`src/rtl/tern_pkg.sv`:
```
// Shared definitions for the ternary arithmetic blocks.
//   - Digit codes: 2-bit binary-coded ternary digit, 2'b11 is illegal.
//   - FSM state encoding for the digit-serial adder.
//   - clog2 helper for sizing counters.
package tern_pkg;

    localparam logic [1:0] TD_0   = 2'b00;
    localparam logic [1:0] TD_1   = 2'b01;
    localparam logic [1:0] TD_2   = 2'b10;
    localparam logic [1:0] TD_ILL = 2'b11;

    typedef enum logic [1:0] {
        ST_IDLE = 2'b00,
        ST_RUN  = 2'b01,
        ST_DONE = 2'b10
    } tern_state_e;

    // Ceiling log2, never less than 1 so a counter always has at least one bit.
    function automatic int unsigned clog2(input int unsigned value);
        int unsigned res;
        res = 0;
        for (int i = 0; i < 32; i++) begin
            if ((32'd1 << i) < value) begin
                res = i + 1;
            end
        end
        return (res == 0) ? 1 : res;
    endfunction

endpackage

```
`src/rtl/ternary_full_adder_1digit.sv`:
```
// One-digit ternary full adder.
// Ports:
//   x, y  in  2  ternary digits (2'b00=0, 2'b01=1, 2'b10=2)
//   cin   in  1  binary carry in
//   s     out 2  ternary sum digit
//   cout  out 1  binary carry out
// Behaviour for illegal (2'b11) inputs is unspecified.
module ternary_full_adder_1digit
    import tern_pkg::*;
(
    input  logic [1:0] x,
    input  logic [1:0] y,
    input  logic       cin,
    output logic [1:0] s,
    output logic       cout
);

    logic [2:0] total;

    always_comb begin
        total = {1'b0, x} + {1'b0, y} + {2'b00, cin};
        s     = TD_ILL;
        cout  = 1'b0;
        case (total)
            3'd0: begin s = TD_0; cout = 1'b0; end
            3'd1: begin s = TD_1; cout = 1'b0; end
            3'd2: begin s = TD_2; cout = 1'b0; end
            3'd3: begin s = TD_0; cout = 1'b1; end
            3'd4: begin s = TD_1; cout = 1'b1; end
            3'd5: begin s = TD_2; cout = 1'b1; end
            default: begin s = TD_ILL; cout = 1'b1; end
        endcase
    end

endmodule

```
`src/rtl/ternary_serial_adder.sv`:
```
// Digit-serial adder for N_DIGITS-digit unsigned ternary operands, LSD first.
// One digit is added per clock through a single ternary full-adder cell; the
// carry lives in a flop between digits.
// Ports:
//   clk    in   1           rising-edge clock
//   rst    in   1           synchronous active-high reset
//   start  in   1           request, accepted only in IDLE or DONE
//   a, b   in   2*N_DIGITS  operands, digit i = [2i+1:2i]
//   busy   out  1           high while in RUN
//   done   out  1           one-cycle pulse, sum/cout valid
//   sum    out  2*N_DIGITS  result digits
//   cout   out  1           carry out of the MSD
//   err    out  1           illegal-digit flag
// Optional feature: define TERN_ILLEGAL_CHECK_EN to flag 2'b11 operand digits
// at the start latch; otherwise err is tied low.
module ternary_serial_adder
    import tern_pkg::*;
#(
    parameter int N_DIGITS = 4
) (
    input  logic                  clk,
    input  logic                  rst,
    input  logic                  start,
    input  logic [2*N_DIGITS-1:0] a,
    input  logic [2*N_DIGITS-1:0] b,
    output logic                  busy,
    output logic                  done,
    output logic [2*N_DIGITS-1:0] sum,
    output logic                  cout,
    output logic                  err
);

    localparam int W     = 2 * N_DIGITS;
    localparam int CNT_W = int'(clog2(N_DIGITS));

    tern_state_e state_q, state_d;

    logic [W-1:0]     a_sh_q, b_sh_q;
    logic [W-3:0]     sum_part_q, sum_part_d;  // digits 0..N-2 collected so far
    logic [W-1:0]     sum_q;
    logic             cout_q;
    logic             carry_q;
    logic [CNT_W-1:0] cnt_q;

    logic             accept;
    logic             last;
    logic [1:0]       cell_s;
    logic             cell_cout;

    ternary_full_adder_1digit u_cell (
        .x   (a_sh_q[1:0]),
        .y   (b_sh_q[1:0]),
        .cin (carry_q),
        .s   (cell_s),
        .cout(cell_cout)
    );

    assign last = (cnt_q == CNT_W'(N_DIGITS - 1));

    // New sum digits enter from the MSD side so digit 0 ends up at the bottom.
    if (N_DIGITS > 2) begin : g_wide
        assign sum_part_d = {cell_s, sum_part_q[W-3:2]};
    end else begin : g_narrow
        assign sum_part_d = cell_s;
    end

    always_ff @(posedge clk) begin
        if (rst) begin
            state_q <= ST_IDLE;
        end else begin
            state_q <= state_d;
        end
    end

    always_comb begin
        state_d = state_q;
        accept  = 1'b0;
        unique case (state_q)
            ST_IDLE: begin
                if (start) begin
                    accept  = 1'b1;
                    state_d = ST_RUN;
                end
            end
            ST_RUN: begin
                if (last) begin
                    state_d = ST_DONE;
                end
            end
            ST_DONE: begin
                if (start) begin
                    accept  = 1'b1;
                    state_d = ST_RUN;
                end else begin
                    state_d = ST_IDLE;
                end
            end
            default: state_d = ST_IDLE;
        endcase
    end

    always_ff @(posedge clk) begin
        if (rst) begin
            a_sh_q     <= '0;
            b_sh_q     <= '0;
            sum_part_q <= '0;
            sum_q      <= '0;
            cout_q     <= 1'b0;
            carry_q    <= 1'b0;
            cnt_q      <= '0;
        end else if (accept) begin
            a_sh_q  <= a;
            b_sh_q  <= b;
            carry_q <= 1'b0;
            cnt_q   <= '0;
        end else if (state_q == ST_RUN) begin
            a_sh_q     <= {2'b00, a_sh_q[W-1:2]};
            b_sh_q     <= {2'b00, b_sh_q[W-1:2]};
            sum_part_q <= sum_part_d;
            carry_q    <= cell_cout;
            cnt_q      <= cnt_q + CNT_W'(1);
            if (last) begin
                sum_q  <= {cell_s, sum_part_q};
                cout_q <= cell_cout;
            end
        end
    end

`ifdef TERN_ILLEGAL_CHECK_EN
    logic err_q;
    logic has_illegal;

    always_comb begin
        has_illegal = 1'b0;
        for (int i = 0; i < N_DIGITS; i++) begin
            if (a[2*i +: 2] == TD_ILL || b[2*i +: 2] == TD_ILL) begin
                has_illegal = 1'b1;
            end
        end
    end

    always_ff @(posedge clk) begin
        if (rst) begin
            err_q <= 1'b0;
        end else if (accept) begin
            err_q <= has_illegal;
        end
    end

    assign err = err_q;
`else
    assign err = 1'b0;
`endif

    assign busy = (state_q == ST_RUN);
    assign done = (state_q == ST_DONE);
    assign sum  = sum_q;
    assign cout = cout_q;

endmodule

```
`config.mk`:
```
export PLATFORM = sky130hd
export DESIGN_NAME = ternary_serial_adder
export DESIGN_NICKNAME = d
export VERILOG_FILES = /design/src/rtl/tern_pkg.sv /design/src/rtl/ternary_full_adder_1digit.sv /design/src/rtl/ternary_serial_adder.sv
export SDC_FILE = /design/constraint.sdc
export NUM_CORES = 1
export LEC_CHECK = 0
export BUFFER_PORTS_ARGS = -buffer_cell sky130_fd_sc_hd__buf_4
export CORE_ASPECT_RATIO = 1.2
export CORE_MARGIN = 2
export CORE_UTILIZATION = 57
export DETAILED_ROUTE_END_ITERATION = 10
export GPL_ROUTABILITY_DRIVEN = 0
export PLACE_DENSITY = 0.83
export SYNTH_ARGS = -nofsm -noshare
export SYNTH_HDL_FRONTEND = slang
export SYNTH_HIERARCHICAL = 1
export SYNTH_SLANG_ARGS = --single-unit
```
`constraint.sdc`:
```
create_clock -name clk -period 3.8 [get_ports clk]
set_input_delay 0.19 -clock clk [delete_from_list [all_inputs] [get_ports clk]]
set_output_delay 0.19 -clock clk [all_outputs]
set_load 0.02 [all_outputs]
```
; ---- After elaboration in Yosys (flattened, before gate mapping)
; Index checks and enable logic that the tools add are counted.
[totals]
reg_bits = 36
out_inout_bits = 12
wordCells = 46
[op_classes]
add_sub_neg = 3
eq_ne = 10
n_mux = 12
bitwise_logic = 1
reduce_logical = 12
[ops]
columns = operator, n
row1 = 8-bit two-way mux, 4
row2 = 2-bit one-hot mux with 3 select lines, 2
row3 = 2-bit OR reduction, 5
row4 = "3-bit by 2-bit == test with 1-bit output, second input constant", 2
row5 = "3-bit == test, second input constant", 2
row6 = "2-bit == test, second input constant", 2
row7 = 1-bit two-way mux, 4
row8 = 2-bit two-way mux, 2
row9 = 2-bit AND reduction, 2
row10 = 2-bit by 2-bit adder with 3-bit output, 1
row11 = 3-bit by 1-bit adder with 3-bit output, 1
row12 = "3-bit by 1-bit == test with 1-bit output, second input constant", 1
row13 = 3-bit logical NOT, 1
row14 = 3-bit AND reduction, 1
row15 = 3-bit OR reduction, 1
row16 = "2-bit by 1-bit adder with 2-bit output, second input constant", 1
row17 = "2-bit by 1-bit == test with 1-bit output, second input constant", 1
row18 = 2-bit logical NOT, 1
row19 = "2-bit by 1-bit inequality test with 1-bit output, second input constant", 1
row20 = "2-bit inequality test, second input constant", 1
row21 = 2-bit nonzero test, 1
row22 = 1-bit inverter, 1

; ---- Logic depth before layout (Yosys ltp)
[logic_depth]
ltp_word = 5
mapped_depth = 6
depth_no_buf = 6

; ---- By module
; The synthesis kept the hierarchy.
[by_module_without_submodules]
columns = module, instances, cells_each, area_each_um2
row1 = ternary_serial_adder, 1, 164, 1407.6
row2 = ternary_full_adder_1digit, 1, 6, 78.8

; ---- Worst setup path before layout
; No wires, ideal clock.
[synth_timing]
path_kind = flip-flop to flip-flop
startpoint = register b_sh_q[0]
endpoint = register sum_q[6], in the netlist sum[6]
setup_ns = 0.070
t_arrival_ns = 1.707
required_ns = 3.730
setup_slack_ns = 2.023
path_stages_with_launch = 7
n_path_buf = 0
period_less_slack_ns = 1.777
path_cell_list = dfxtp_1 > fa_1 > fa_1 > nand2b_1 > xnor2_1 > nand3_1 > a21oi_1
[synth_between]
elab_chain_len = 5
word_cells_on_any_way = 12
classes_between = add/sub: 2 / eq/ne: 5 / mux: 1 / reduce/logical: 4
[synth_rtl]
columns = element, line
row1 = from (decl), ternary_serial_adder.sv:38  ; logic [W-1:0] a_sh_q, b_sh_q;
row2 = from (signal assigned), ternary_serial_adder.sv:118  ; b_sh_q <= {2'b00, b_sh_q[W-1:2]};
row3 = 2-bit by 2-bit adder with 3-bit output *, ternary_full_adder_1digit.sv:21  ; total = {1'b0, x} + {1'b0, y} + {2'b00, cin};
row4 = 3-bit by 1-bit adder with 3-bit output *, ternary_full_adder_1digit.sv:21
row5 = "3-bit == test, or another cell as far along", ternary_full_adder_1digit.sv:24  ; case (total)
row6 = 2-bit OR reduction (no line), -
row7 = 2-bit one-hot mux with 3 select lines *, ternary_full_adder_1digit.sv:24
row8 = net cell_s[0], ternary_serial_adder.sv:47  ; logic [1:0] cell_s;
row9 = to (signal assigned), ternary_serial_adder.sv:123  ; sum_q <= {cell_s, sum_part_q};
row10 = to (decl), ternary_serial_adder.sv:40  ; logic [W-1:0] sum_q;
; The timed path passes the listed nets; every way through them passes the cells marked *.
; A chain may end at the register's enable or synchronous reset.

; ---- Worst setup path after layout
[layout_timing]
startpoint = register state_q[0]
endpoint = output port busy
[layout_between]
elab_chain_len = 1
[layout_rtl]
columns = element, line
row1 = from (decl), ternary_serial_adder.sv:36  ; tern_state_e state_q, state_d;
row2 = from (signal assigned), ternary_serial_adder.sv:71  ; state_q <= state_d;
row3 = 2-bit by 1-bit == test with 1-bit output, ternary_serial_adder.sv:155  ; assign busy = (state_q == ST_RUN);
row4 = to (decl), ternary_serial_adder.sv:26  ; output logic busy,
; Every way passes these cells.

==> flow_summary.rst <==
.. list-table::
   :header-rows: 1

   * - Metric
     - Value
   * - Post-synthesis cell type with the largest combined area
     - sky130_fd_sc_hd__dfxtp_1
   * - Maximum VDD drop
     - ~0.34 mV
   * - Final Util
     - approximately 70%
   * - Synthesized netlist net count
     - approximately 190
   * - Placed instance count
     - 218
   * - Type of the tightest min-delay check
     - input port to flip-flop
   * - Number of violations reported at the end of detailed-routing iteration 0
     - 30
   * - P_leak
     - ~0.00067 uW
   * - Total Routing Usage GR
     - between 20 and 25%
   * - Worst Min Path Start
     - a[6]
   * - Final std cells w/o fill
     - ~230
   * - Main combinational cell family by area after synthesis
     - simple AND/OR/NAND/NOR gates
   * - Met3 WL
     - between 150 and 200 microns
   * - Synth Cell Area
     - approximately 1500 sq um
   * - Worst Slack Setup Final
     - between 1.5 and 2 ns
   * - Vias after detailed routing
     - around 1200
   * - Peak clock frequency supported by timing
     - 0.474 GHz
   * - Largest cells by area after synthesis
     - sky130_fd_sc_hd__dfxtp_1 (48%), sky130_fd_sc_hd__nand2_1 (8.8%), sky130_fd_sc_hd__a21oi_1 (6.4%)
   * - Maximum number of pins on one net before global-route repair
     - 37
   * - Switching part of the total
     - roughly 29%
   * - First-pass detailed-route iteration total
     - 5
   * - Post-detailed-route DRC marker count
     - 0
   * - R2r startpoint
     - b_sh_q[0]
   * - Clock-pin transition on the worst setup and hold timing paths
     - about 0.12 ns
   * - Y dimension of the die
     - approximately 60 microns
   * - Master cell of the clock root buffer
     - sky130_fd_sc_hd__clkbuf_4
   * - Reg area
     - around 720 sq um
   * - Worst slew margin relative to its limit
     - 47.1%
   * - Setup CP Type
     - flip-flop to output pin
   * - Clock insertion delay at the later pin of the skew report
     - 0.35 ns
   * - Final setup violating endpoints
     - 0
   * - Cell Area, Placed
     - between 1500 and 2000 sq um
   * - Post-Synth Adder-Cell Area
     - roughly 3.5%
   * - Hold Buf Count CTS
     - 0
   * - Resized Gates After CTS
     - 0
   * - Total internal power
     - 514 uW
   * - TritonCTS clock tree
     - yes
   * - Ys async rst share
     - 0%
   * - Total length of routed met2 wires
     - around 1600 microns
   * - Sequential fraction of design power
     - roughly 57%
   * - Boundary pin count
     - 31
   * - Number of sinks on the clock net
     - 36
   * - Post-synthesis xor/xnor area fraction
     - roughly 1.2%
   * - Count of max-cap constraint violations
     - 0
   * - Proportion of layout cells with a drive suffix above 1
     - between 20% and 30%
   * - Synthesized instance count
     - 170
   * - Global route overflow
     - 0
   * - ANT cells
     - 0
   * - Count leader, synth
     - sky130_fd_sc_hd__dfxtp_1
   * - RSZ-0062 raised after global routing
     - false
   * - Avg Vias per Cell
     - between 5 and 6
   * - Compound-Gate Fraction of Synth Area
     - about 15%
   * - Top layer reached by signal wires
     - met3
   * - Top-area cell type share of the netlist area
     - around half
   * - Reported net switching power
     - about 210 uW
   * - Most common library cells after synthesis
     - sky130_fd_sc_hd__dfxtp_1 (36), sky130_fd_sc_hd__nand2_1 (35), sky130_fd_sc_hd__a21oi_1 (19)
   * - Detail Route Antenna Nets
     - 0
   * - Worst path max stage delay
     - roughly 0.56 ns
   * - Count of H-tree levels built during CTS
     - 2
   * - Die width
     - ~51 microns
   * - Number of standard-cell rows in the floorplan
     - 20
   * - Simple logic cell fraction of the synthesized area
     - ~23%
   * - Highest fanout seen on the critical path
     - 33
   * - Die Outline Area
     - roughly 3000 sq um
   * - Via count of the first global-routing pass
     - 1178
   * - Status
     - finished clean
   * - Combined area of the multi-input logic cells
     - about 690 sq um
   * - Worst Setup End Kind
     - output pin
   * - Number of CTS-inserted buffers
     - 5
   * - Arrival @ worst endpoint
     - 1.92 ns
   * - Slew at the pin closest to its max-slew limit
     - between 0.7 and 0.8 ns
   * - Most frequently used flop master after synthesis
     - sky130_fd_sc_hd__dfxtp_1
   * - CP max stage cell
     - sky130_fd_sc_hd__inv_2
   * - CTS Buffer Depth
     - 2
   * - Critical path launch point
     - state_q[0]
   * - Sort of element at the start of the critical path
     - flip-flop
   * - Core area
     - between 2000 and 3000 sq um
   * - Share of the yosys chip area belonging to registers
     - between 40% and 50%
   * - Number of flops mapped to enable cells by yosys
     - 0
   * - Initial core utilization
     - approximately three fifths
   * - Port buffer count
     - 29
   * - Initial antenna violation count
     - 0
   * - Pwr Density
     - between 400 and 500 nW/um^2
   * - Met1 Wirelength
     - about 1300 microns
   * - Total half-perimeter wirelength after legalization and detailed placement
     - 2030 microns
   * - Period utilization
     - approximately 55%
   * - Total wire length
     - 3050 microns
   * - Count of yosys warnings during synthesis
     - 6
   * - Layout overhead on the synthesized area
     - 16.2%
   * - Layout Skew
     - 0.0194 ns
   * - Combinational share of power
     - 14.6%
   * - Filler cells
     - 225
   * - Max-slew violation count
     - 0
   * - Crit path required time
     - 3.61 ns
   * - Multiplexer share of the synthesized area
     - 3.70%
   * - Clock share of power
     - ~29%
   * - WL per Instance
     - 13.5 microns
   * - Final hold viol count
     - 0
   * - CP Cell Sequence
     - nand2b_2 > inv_2 > buf_4
   * - Number of nets in the layout
     - about 210
   * - Synth unique cells
     - 29
   * - Area of all placed cells without fillers
     - 1730 sq um
   * - Buffers inserted by post-CTS timing repair
     - 0
   * - Post-Syn Area per Cell
     - roughly 8.7 sq um
   * - Total negative slack
     - 0 ns
   * - Synthesis-stage register bit count
     - 36
   * - Worst slack, placed
     - 1.88 ns
   * - Post-layout minimum cycle time
     - between 2 and 2.5 ns
   * - Global-route wire length before repair
     - roughly 5000 microns
placed cells by master, fill, tap and decap left out, drive strengths merged, types with 3 or more instances in the layout:
| cell | synthesis | final |
|---|---|---|
| clkbuf | 4 | 5 |
| a311oi | 6 | 6 |
| mux2i | 4 | 4 |
| nand2b | 3 | 3 |
| buf | 10 | 29 |
| nand2 | 35 | 35 |
| nor2 | 8 | 8 |
| a21oi | 19 | 19 |
| nor3 | 13 | 13 |
| clkinv | 0 | 3 |
| o22ai | 4 | 4 |
| dfxtp | 36 | 36 |
| nand3 | 13 | 13 |
state kept, by name (all words and copies together), names as in the netlist:
| register | cells |
|---|---|
| a_sh_q | 8 |
| b_sh_q | 8 |
| sum | 8 |
| sum_part_q | 6 |
| cnt_q | 2 |
| state_q | 2 |
| carry_q | 1 |
| cout | 1 |
cells by family (layout without fill, tap and decap cells):
group,count (synthesis),in the layout
xor+xnor,2,2
simple gates,75,75
compound gates,33,33
fa+ha+maj,3,3
other cells,1,1
flops,36,36
buf+inv,15,38
mux,5,5
metrics by stage:
step	hold slack, ns	power (uW)
2_1_floorplan	0.326	496
3_3_place_gp	0.442	516
3_5_place_dp	0.448	522
4_1_cts	0.0882	723
5_1_grt	0.0877	752
6_report	0.101	720
layer usage:
metal | vias to the layer above | GRT usage, %
met2 | 39 | 38.5
li1 | 625 | -
met4 | 0 | 9.65
met1 | 585 | 24.4
met5 | - | 0
met3 | 0 | 7.25
final timing paths:
path | end | slack (ns) | cells past startpoint
setup / recovery | busy | 1.69 | 3
hold / removal | a_sh_q[6] | 0.10 | 3
hold reg to reg | sum[5] | 0.46 | 2
setup reg to reg | sum[6] | 1.85 | 6
power groups by stage:
stage                     clock [uW]  sequential [uW]  combinational, uW
after floorplan                    0              414               82.6
after global placement             0              416               99.7
after detailed placement           0              418                105
after CTS                        209              409                105
after global routing             225              411                116
final                            206              409                105
final cells by class:
cell class	count	share of cell area, %
clock buffers	5	2.17
clock inverters	3	1.09
inverters	1	0.217
multi-input cells	119	39.8
flip-flops and latches	36	41.7
well taps	33	2.39
repair buffers	29	12.6
critical path: cells and delay by family, from the launching register on:
family,cells,cell delay [ns]
buffers and inverters,2,0.81
AND/OR/NAND/NOR,1,0.31
flip-flops,1,0.45
(Power assumes the default switching activity.)
